File: config.mk
export PLATFORM = sky130hd
export DESIGN_NAME = dpram_rd_stream
export DESIGN_NICKNAME = d
export VERILOG_FILES = /design/src/rtl/dpram_pkg.sv /design/src/rtl/dpram_be_core.sv /design/src/rtl/dpram_rd_stream.sv
export SDC_FILE = /design/constraint.sdc
export NUM_CORES = 1
export LEC_CHECK = 0
export CAP_MARGIN = 10
export CORE_MARGIN = 8
export CORE_UTILIZATION = 48
export CTS_CLUSTER_DIAMETER = 60
export CTS_CLUSTER_SIZE = 10
export DETAILED_ROUTE_END_ITERATION = 8
export HOLD_SLACK_MARGIN = 0.03
export PLACE_DENSITY = 0.68
export SYNTH_ARGS = -nofsm -noshare
export SYNTH_HDL_FRONTEND = slang
export SYNTH_SLANG_ARGS = --single-unit
File: constraint.sdc
create_clock -name clk -period 5.8 [get_ports clk]
set_clock_uncertainty 0.1 [all_clocks]
set_input_delay 0.58 -clock clk [delete_from_list [all_inputs] [get_ports clk]]
set_output_delay 0.58 -clock clk [all_outputs]
set_load 0.01 [all_outputs]
File: src/rtl/dpram_pkg.sv
// Shared constants and helpers for the byte-enable dual-port RAM family.
package dpram_pkg;

  localparam int RDW_OLD = 0;
  localparam int RDW_NEW = 1;

  function automatic int rd_latency(input int out_reg);
    return 1 + out_reg;
  endfunction

  function automatic int num_lanes(input int data_width, input int byte_width);
    return data_width / byte_width;
  endfunction

endpackage

File: src/rtl/dpram_be_core.sv
// Byte-enable memory array with a registered read, an optional output
// register stage and a same-address read-during-write bypass. A valid bit
// travels with the data so the caller knows when a read word arrives.
module dpram_be_core
  import dpram_pkg::*;
#(
  parameter int ADDR_WIDTH = 4,
  parameter int DATA_WIDTH = 32,
  parameter int BYTE_WIDTH = 8,
  parameter int OUT_REG    = 1,
  parameter int RDW_MODE   = RDW_OLD,
  localparam int NB        = num_lanes(DATA_WIDTH, BYTE_WIDTH)
) (
  input  logic                  clk,
  input  logic                  rst,
  input  logic                  wr_en,
  input  logic [ADDR_WIDTH-1:0] wr_addr,
  input  logic [NB-1:0]         wr_be,
  input  logic [DATA_WIDTH-1:0] wr_data,
  input  logic                  rd_en,
  input  logic [ADDR_WIDTH-1:0] rd_addr,
  output logic                  out_valid,
  output logic [DATA_WIDTH-1:0] out_data
);

  logic [DATA_WIDTH-1:0] mem [2**ADDR_WIDTH];
  logic [DATA_WIDTH-1:0] rd_word;
  logic                  s1_valid;
  logic [DATA_WIDTH-1:0] s1_data;

  // Lane-masked write; the array is intentionally never reset so contents survive rst.
  always_ff @(posedge clk) begin
    if (wr_en && !rst) begin
      for (int i = 0; i < NB; i++) begin
        if (wr_be[i]) mem[wr_addr][i*BYTE_WIDTH +: BYTE_WIDTH] <= wr_data[i*BYTE_WIDTH +: BYTE_WIDTH];
      end
    end
  end

  // Read word, optionally merged with a same-address write landing on the same edge.
  always_comb begin
    rd_word = mem[rd_addr];
    if (RDW_MODE == RDW_NEW && wr_en && (wr_addr == rd_addr)) begin
      for (int i = 0; i < NB; i++) begin
        if (wr_be[i]) rd_word[i*BYTE_WIDTH +: BYTE_WIDTH] = wr_data[i*BYTE_WIDTH +: BYTE_WIDTH];
      end
    end
  end

  // First read stage: the RAM output register.
  always_ff @(posedge clk) begin
    if (rst) begin
      s1_valid <= 1'b0;
      s1_data  <= '0;
    end else begin
      s1_valid <= rd_en;
      if (rd_en) s1_data <= rd_word;
    end
  end

  if (OUT_REG != 0) begin : g_out_reg
    logic                  s2_valid;
    logic [DATA_WIDTH-1:0] s2_data;

    // Optional second stage to ease timing on the read path.
    always_ff @(posedge clk) begin
      if (rst) begin
        s2_valid <= 1'b0;
        s2_data  <= '0;
      end else begin
        s2_valid <= s1_valid;
        if (s1_valid) s2_data <= s1_data;
      end
    end

    assign out_valid = s2_valid;
    assign out_data  = s2_data;
  end else begin : g_no_out_reg
    assign out_valid = s1_valid;
    assign out_data  = s1_data;
  end

endmodule

File: src/rtl/dpram_rd_stream.sv
// Dual-port RAM with a valid/ready read port. Requests are throttled by an
// outstanding counter so that every accepted read always has a slot in the
// result FIFO, which means back-pressure can never drop a word.
module dpram_rd_stream
  import dpram_pkg::*;
#(
  parameter int ADDR_WIDTH = 4,
  parameter int DATA_WIDTH = 32,
  parameter int BYTE_WIDTH = 8,
  parameter int OUT_REG    = 1,
  parameter int RDW_MODE   = RDW_OLD,
  localparam int NB        = num_lanes(DATA_WIDTH, BYTE_WIDTH)
) (
  input  logic                  clk,
  input  logic                  rst,
  input  logic                  wr_en,
  input  logic [ADDR_WIDTH-1:0] wr_addr,
  input  logic [NB-1:0]         wr_be,
  input  logic [DATA_WIDTH-1:0] wr_data,
  input  logic                  rd_req_valid,
  output logic                  rd_req_ready,
  input  logic [ADDR_WIDTH-1:0] rd_addr,
  output logic                  rd_valid,
  input  logic                  rd_ready,
  output logic [DATA_WIDTH-1:0] rd_data
);

  localparam int L  = rd_latency(OUT_REG);
  localparam int D  = L + 1;
  localparam int PW = $clog2(D);
  localparam int CW = $clog2(D + 1);

  if (DATA_WIDTH % BYTE_WIDTH != 0) begin : g_bad_width
    $error("dpram_rd_stream: DATA_WIDTH must be a multiple of BYTE_WIDTH");
  end

  logic                  core_valid;
  logic [DATA_WIDTH-1:0] core_data;
  logic                  accept;
  logic                  pop;
  logic                  push;
  logic                  buf_pop;
  logic                  buf_empty;
  logic [CW-1:0]         out_cnt;
  logic [CW-1:0]         buf_cnt;
  logic [PW-1:0]         wr_ptr;
  logic [PW-1:0]         rd_ptr;
  logic [DATA_WIDTH-1:0] buf_mem [D];

  function automatic logic [PW-1:0] ptr_next(input logic [PW-1:0] p);
    return (p == PW'(D - 1)) ? '0 : p + PW'(1);
  endfunction

  dpram_be_core #(
    .ADDR_WIDTH (ADDR_WIDTH),
    .DATA_WIDTH (DATA_WIDTH),
    .BYTE_WIDTH (BYTE_WIDTH),
    .OUT_REG    (OUT_REG),
    .RDW_MODE   (RDW_MODE)
  ) u_core (
    .clk       (clk),
    .rst       (rst),
    .wr_en     (wr_en),
    .wr_addr   (wr_addr),
    .wr_be     (wr_be),
    .wr_data   (wr_data),
    .rd_en     (accept),
    .rd_addr   (rd_addr),
    .out_valid (core_valid),
    .out_data  (core_data)
  );

  // The FIFO is fall-through: a word leaving the pipeline into an empty FIFO is
  // presented directly, and only parked in a register if the consumer stalls.
  assign rd_req_ready = !rst && (out_cnt < CW'(D));
  assign accept       = rd_req_valid && rd_req_ready;
  assign buf_empty    = (buf_cnt == '0);
  assign rd_valid     = !rst && (!buf_empty || core_valid);
  assign rd_data      = buf_empty ? core_data : buf_mem[rd_ptr];
  assign pop          = rd_valid && rd_ready;
  assign push         = core_valid && !(buf_empty && pop);
  assign buf_pop      = pop && !buf_empty;

  // Outstanding reads: accepted but not yet consumed.
  always_ff @(posedge clk) begin
    if (rst) begin
      out_cnt <= '0;
    end else begin
      case ({accept, pop})
        2'b10:   out_cnt <= out_cnt + CW'(1);
        2'b01:   out_cnt <= out_cnt - CW'(1);
        default: out_cnt <= out_cnt;
      endcase
    end
  end

  // Result FIFO pointers and occupancy; reset discards anything buffered.
  always_ff @(posedge clk) begin
    if (rst) begin
      wr_ptr  <= '0;
      rd_ptr  <= '0;
      buf_cnt <= '0;
    end else begin
      if (push)    wr_ptr <= ptr_next(wr_ptr);
      if (buf_pop) rd_ptr <= ptr_next(rd_ptr);
      case ({push, buf_pop})
        2'b10:   buf_cnt <= buf_cnt + CW'(1);
        2'b01:   buf_cnt <= buf_cnt - CW'(1);
        default: buf_cnt <= buf_cnt;
      endcase
    end
  end

  // Result FIFO storage; occupancy alone decides what is visible.
  always_ff @(posedge clk) begin
    if (push) buf_mem[wr_ptr] <= core_data;
  end

endmodule

Word level (Yosys, flattened, before mapping)
Memory sizes are Yosys's and may differ from the RTL's. A register that Yosys moved wholly into a read port is not among the register bits. Cells that the tools add are included.

Reduce and logical (&&, ||, !) cells: 15. Equality and inequality tests: 6. Add/subtract/negate cells: 6. Muxes and demuxes: 21. Order comparisons: 1.

Operator list (number): 32-bit 2-to-1 mux (1); 1-bit 2-to-1 mux (14); 2-bit by 1-bit adder with 2-bit output, second input constant (4); 2-bit equality test, second input constant (4); 1-bit logical AND (8); 2-bit 2-to-1 mux (4); 2-bit case mux with 2 select lines (2); 2-bit by 1-bit equality test with 1-bit output, second input constant (2); 2-bit nonzero test (2); 2-bit by 1-bit subtractor with 2-bit output, second input constant (2); 1-bit zero test (3); 2-bit zero test (1); 2-bit < comparator, second input constant (1); 1-bit logical OR (1).

Bits of input ports: 49. Memories kept: 2. Output and inout bits: 34. Register bits after elaboration: 42. Bits in writable memories: 608.

Memories: u_core.mem (depth 16, width 32, read ports 1, clocked after Yosys merged registers in 1, wr ports 1, line dpram_be_core.sv:26) `logic [DATA_WIDTH-1:0] mem [2**ADDR_WIDTH];`; buf_mem (depth 3, width 32, read ports 1, clocked after Yosys merged registers in 1, wr ports 1, line dpram_rd_stream.sv:48) `logic [DATA_WIDTH-1:0] buf_mem [D];`.

Depth between registers and ports, before layout
Depth in word-level cells: 10. Gate-level depth with buffers: 8. Mapped depth without buffers: 8.

Cells and area by module
From an unflattened synthesis, not the netlist that was laid out.

Cells, all modules: 1686. Area, all modules: 26730.6 um2.

By module, submodules not included: dpram_be_core (cells an instance 1396, times used 1, area an instance 22315.2 um2); dpram_rd_stream (cells an instance 290, times used 1, area an instance 4415.5 um2).

Worst setup path before layout
Ideal clock, no wire load.

Kind: input to register. Start: input rst. End: memory buf_mem[2][0], enable pin. Stages: 4. Path slack: 1783 ps. Arrival time: 3449 ps. Setup time: 468 ps. Path buffers: 1. Path through: buf_2 > nand2b_1 > o21ai_1 > nor3b_1.

Cells in the longest elaborated chain, start to end: 8.

RTL lines: start: declaration (line dpram_rd_stream.sv:15) `input logic rst,`; 1-bit zero test (line dpram_rd_stream.sv:78) `assign rd_valid = !rst && (!buf_empty || core_valid);`; 1-bit logical AND (line dpram_rd_stream.sv:78); 1-bit logical AND (line dpram_rd_stream.sv:80) `assign pop = rd_valid && rd_ready;`; 1-bit logical AND (line dpram_rd_stream.sv:81) `assign push = core_valid && !(buf_empty && pop);`; 1-bit zero test (line dpram_rd_stream.sv:81); 1-bit logical AND (line dpram_rd_stream.sv:81); 1-bit 2-to-1 mux (line dpram_rd_stream.sv:116) `if (push) buf_mem[wr_ptr] <= core_data;`; 1-bit 2-to-1 mux (implied by the code) (line dpram_rd_stream.sv:116); end: declaration (line dpram_rd_stream.sv:48).

Every way passes these cells.

==> out/qor.yml <==
outcome: "finished, final reports clean"
r2r-start: "buf_cnt[0]$_SDFFE_PP0P_"
layout_common_cells: "edfxtp_1, nor2_1, mux2i_1"
fp.dieH_um: 250
total_power_mw: 10.5
worstPathRequired_ns: 5.12
synth_nets: 1428
clockBufferDepth: 3
drt_iter0_markers: 925
finalMaxSlewViolations: 0
p_leak_nw: 9.61
min_path_type: "reg -> reg"
antenna_found_initial: 0
drtPass1Iterations: 5
cts_sinks: 684
powerDensity_nw_per_um2: 349
startpoint_type: "flop"
worstSetupPathType: "reg -> out"
ys_types: 35
vias_per_cell: 5.73
pin_count: 83
cts_hold_buf: 0
cts_setup_buffers: 0
netlist_instances: 1377
grt_pass1_wl_um: 81600
grt_max_degree: 81
finalSetupViolCount: 0
core-area_sq_um: 54700
grt_overflow: 0
areaGrowthSynthToFinish_pct: 14.4
port_buffers: 82
cts_buffers: 79
wl_per_cell_um: 24.1
final_common_cell: "edfxtp_1"
post-dp-hpwl_um: 33400
antenna_cells: 0
postSynthAreaPerCell_sq_um: 19.1
die-width_um: 250
cts-root-buf: "clkbuf_16"
ys_ff_latch: 684
ys_seq_area_frac: 0.752
tightest_slew_ns: 1.13
drive_above_1_share: 0.168
placed_cell_area_sq_um: 27700
netlist_area_sq_um: 26300
min_from: "wr_ptr[1]$_SDFFE_PP0P_"
fin_setup_tns_ns: 0
ys.warnings.count: 0
gp_congestion: 0.732
cts_resized: 0
drv_cap: 0
slew_headroom: 0.248
post-route-util: 0.551
clock.fmax_ghz: 0.274
htreeDepth: 3
die_area_sq_um: 62600
clock_latency_ns: 0.61
drcViolationCount: 0
cts_tree: "built"
path_max_fanout: 32
postRouteAntennaNets: 0
cp-end-kind: "output port"
num_vias: 12900
rsz0062_at_grt: "no"
initial_core_util: 0.481
routed_wl_um: 54100
timing.final.hold_violations: 0
final_area_sq_um: 30100
final_net_count: 1527
std_cell_rows: 86
arrival_ns: 2.96
vdd_drop_max_mv: 0.190
min_period_ns: 3.64
grt_usage: 0.172
clk_pin_slew_ns: 0.05
grt_pass1_vias: 13200
fin_crit_sh: 0.628
report_power, final:
group,internal (mW),switching [mW],total [mW]
Clock,2.69,1.81,4.50
Combinational,0.227,0.278,0.505
Sequential,5.43,0.0621,5.49
Total,8.34,2.15,10.5
cell type report:
cell class	instances	area, sq um
well taps	704	881
inverters	3	11.3
clock inverters	6	78.8
fillers	4094	24600
flip-flops and latches	684	19800
multi-input cells	613	6140
clock buffers	139	2280
repair buffers	95	926
final timing paths:
check             slack [ns]                       end  cells past startpoint
setup / recovery        2.16               rd_data[10]                      5
hold / removal          0.39    wr_ptr[1]$_SDFFE_PP0P_                      2
setup reg to reg        3.25  buf_mem[1][12]$_DFFE_PP_                      5
hold reg to reg         0.39    wr_ptr[1]$_SDFFE_PP0P_                      2
layer usage:
layer | track usage | vias up | routed length, um
met4 | 0.0549 | 0 | 990
met1 | 0.235 | 6652 | 23200
met3 | 0.0417 | 65 | 3970
li1 | - | 5717 | -
met5 | 0 | - | 0
met2 | 0.272 | 433 | 25900
kinds of logic (layout without fill, tap and decap cells):
logic type,after synthesis,in the layout,share of synthesized area
adders and majority gates,2,2,0.000951
muxes,256,256,0.165
and+or+nand+nor,210,210,0.0322
AOI/OAI and AO/OA,141,141,0.0332
DFF,684,684,0.752
xor gates and xnor gates,4,4,0.00133
buffers and inverters,80,243,0.0157
flip-flops by register name (all words and copies together), names as in the netlist, named ones only:
register          cells
out_cnt               2
buf_cnt               2
buf_mem              96
wr_ptr                2
u_core.s1_data       32
u_core.mem          512
u_core.s1_valid       1
u_core.out_data      32
rd_ptr                2
u_core.out_valid      1
stage by stage:
stage               instances  setup WS (ns)  hold WS [ns]
finish                   2244           2.16         0.391
global route             2244           1.95         0.415
CTS                      2244           2.13         0.393
detailed placement       2099           2.38         0.385
global placement         2099           2.37         0.367
floorplan                1377           1.78         0.349
critical path, cell delays in order, from the launching register on:
cell	delay, ns
dfxtp_2	1.00
mux2i_1	0.18
nor2_1	0.14
a21oi_1	0.06
o21ai_0	0.36
clkdlybuf4s50_1	0.61
cell usage after synthesis:
library cell  count  area share
a21oi_1          39      0.0074
a21oi_2           1     0.00033
a22oi_1          15      0.0043
a22oi_2          17      0.0081
and2_1            2     0.00048
and3_1            1     0.00024
buf_1             7      0.0010
buf_2            30      0.0057
buf_4             4      0.0011
buf_6             2     0.00086
buf_8             4      0.0023
clkbuf_1         30      0.0043
dfxtp_1          76       0.058
edfxtp_1        608        0.69
ha_1              2     0.00095
inv_1             3     0.00043
mux2_2           32       0.014
mux2i_1          96       0.037
mux4_1           35       0.035
mux4_2           93       0.080
nand2_1          48      0.0068
nand2b_1          2     0.00048
nand3_1           6      0.0011
nand3b_1          1     0.00029
nand4_1           1     0.00024
nor2_1          137       0.020
nor2b_1           6      0.0014
nor3b_1           1     0.00029
o21ai_0          36      0.0068
o21ai_1          33      0.0063
or2_2             1     0.00024
or3_1             3     0.00071
or3b_2            1     0.00033
xnor2_1           2     0.00067
xor2_1            2     0.00067
Note: power is estimated with default switching activity, not from simulation.
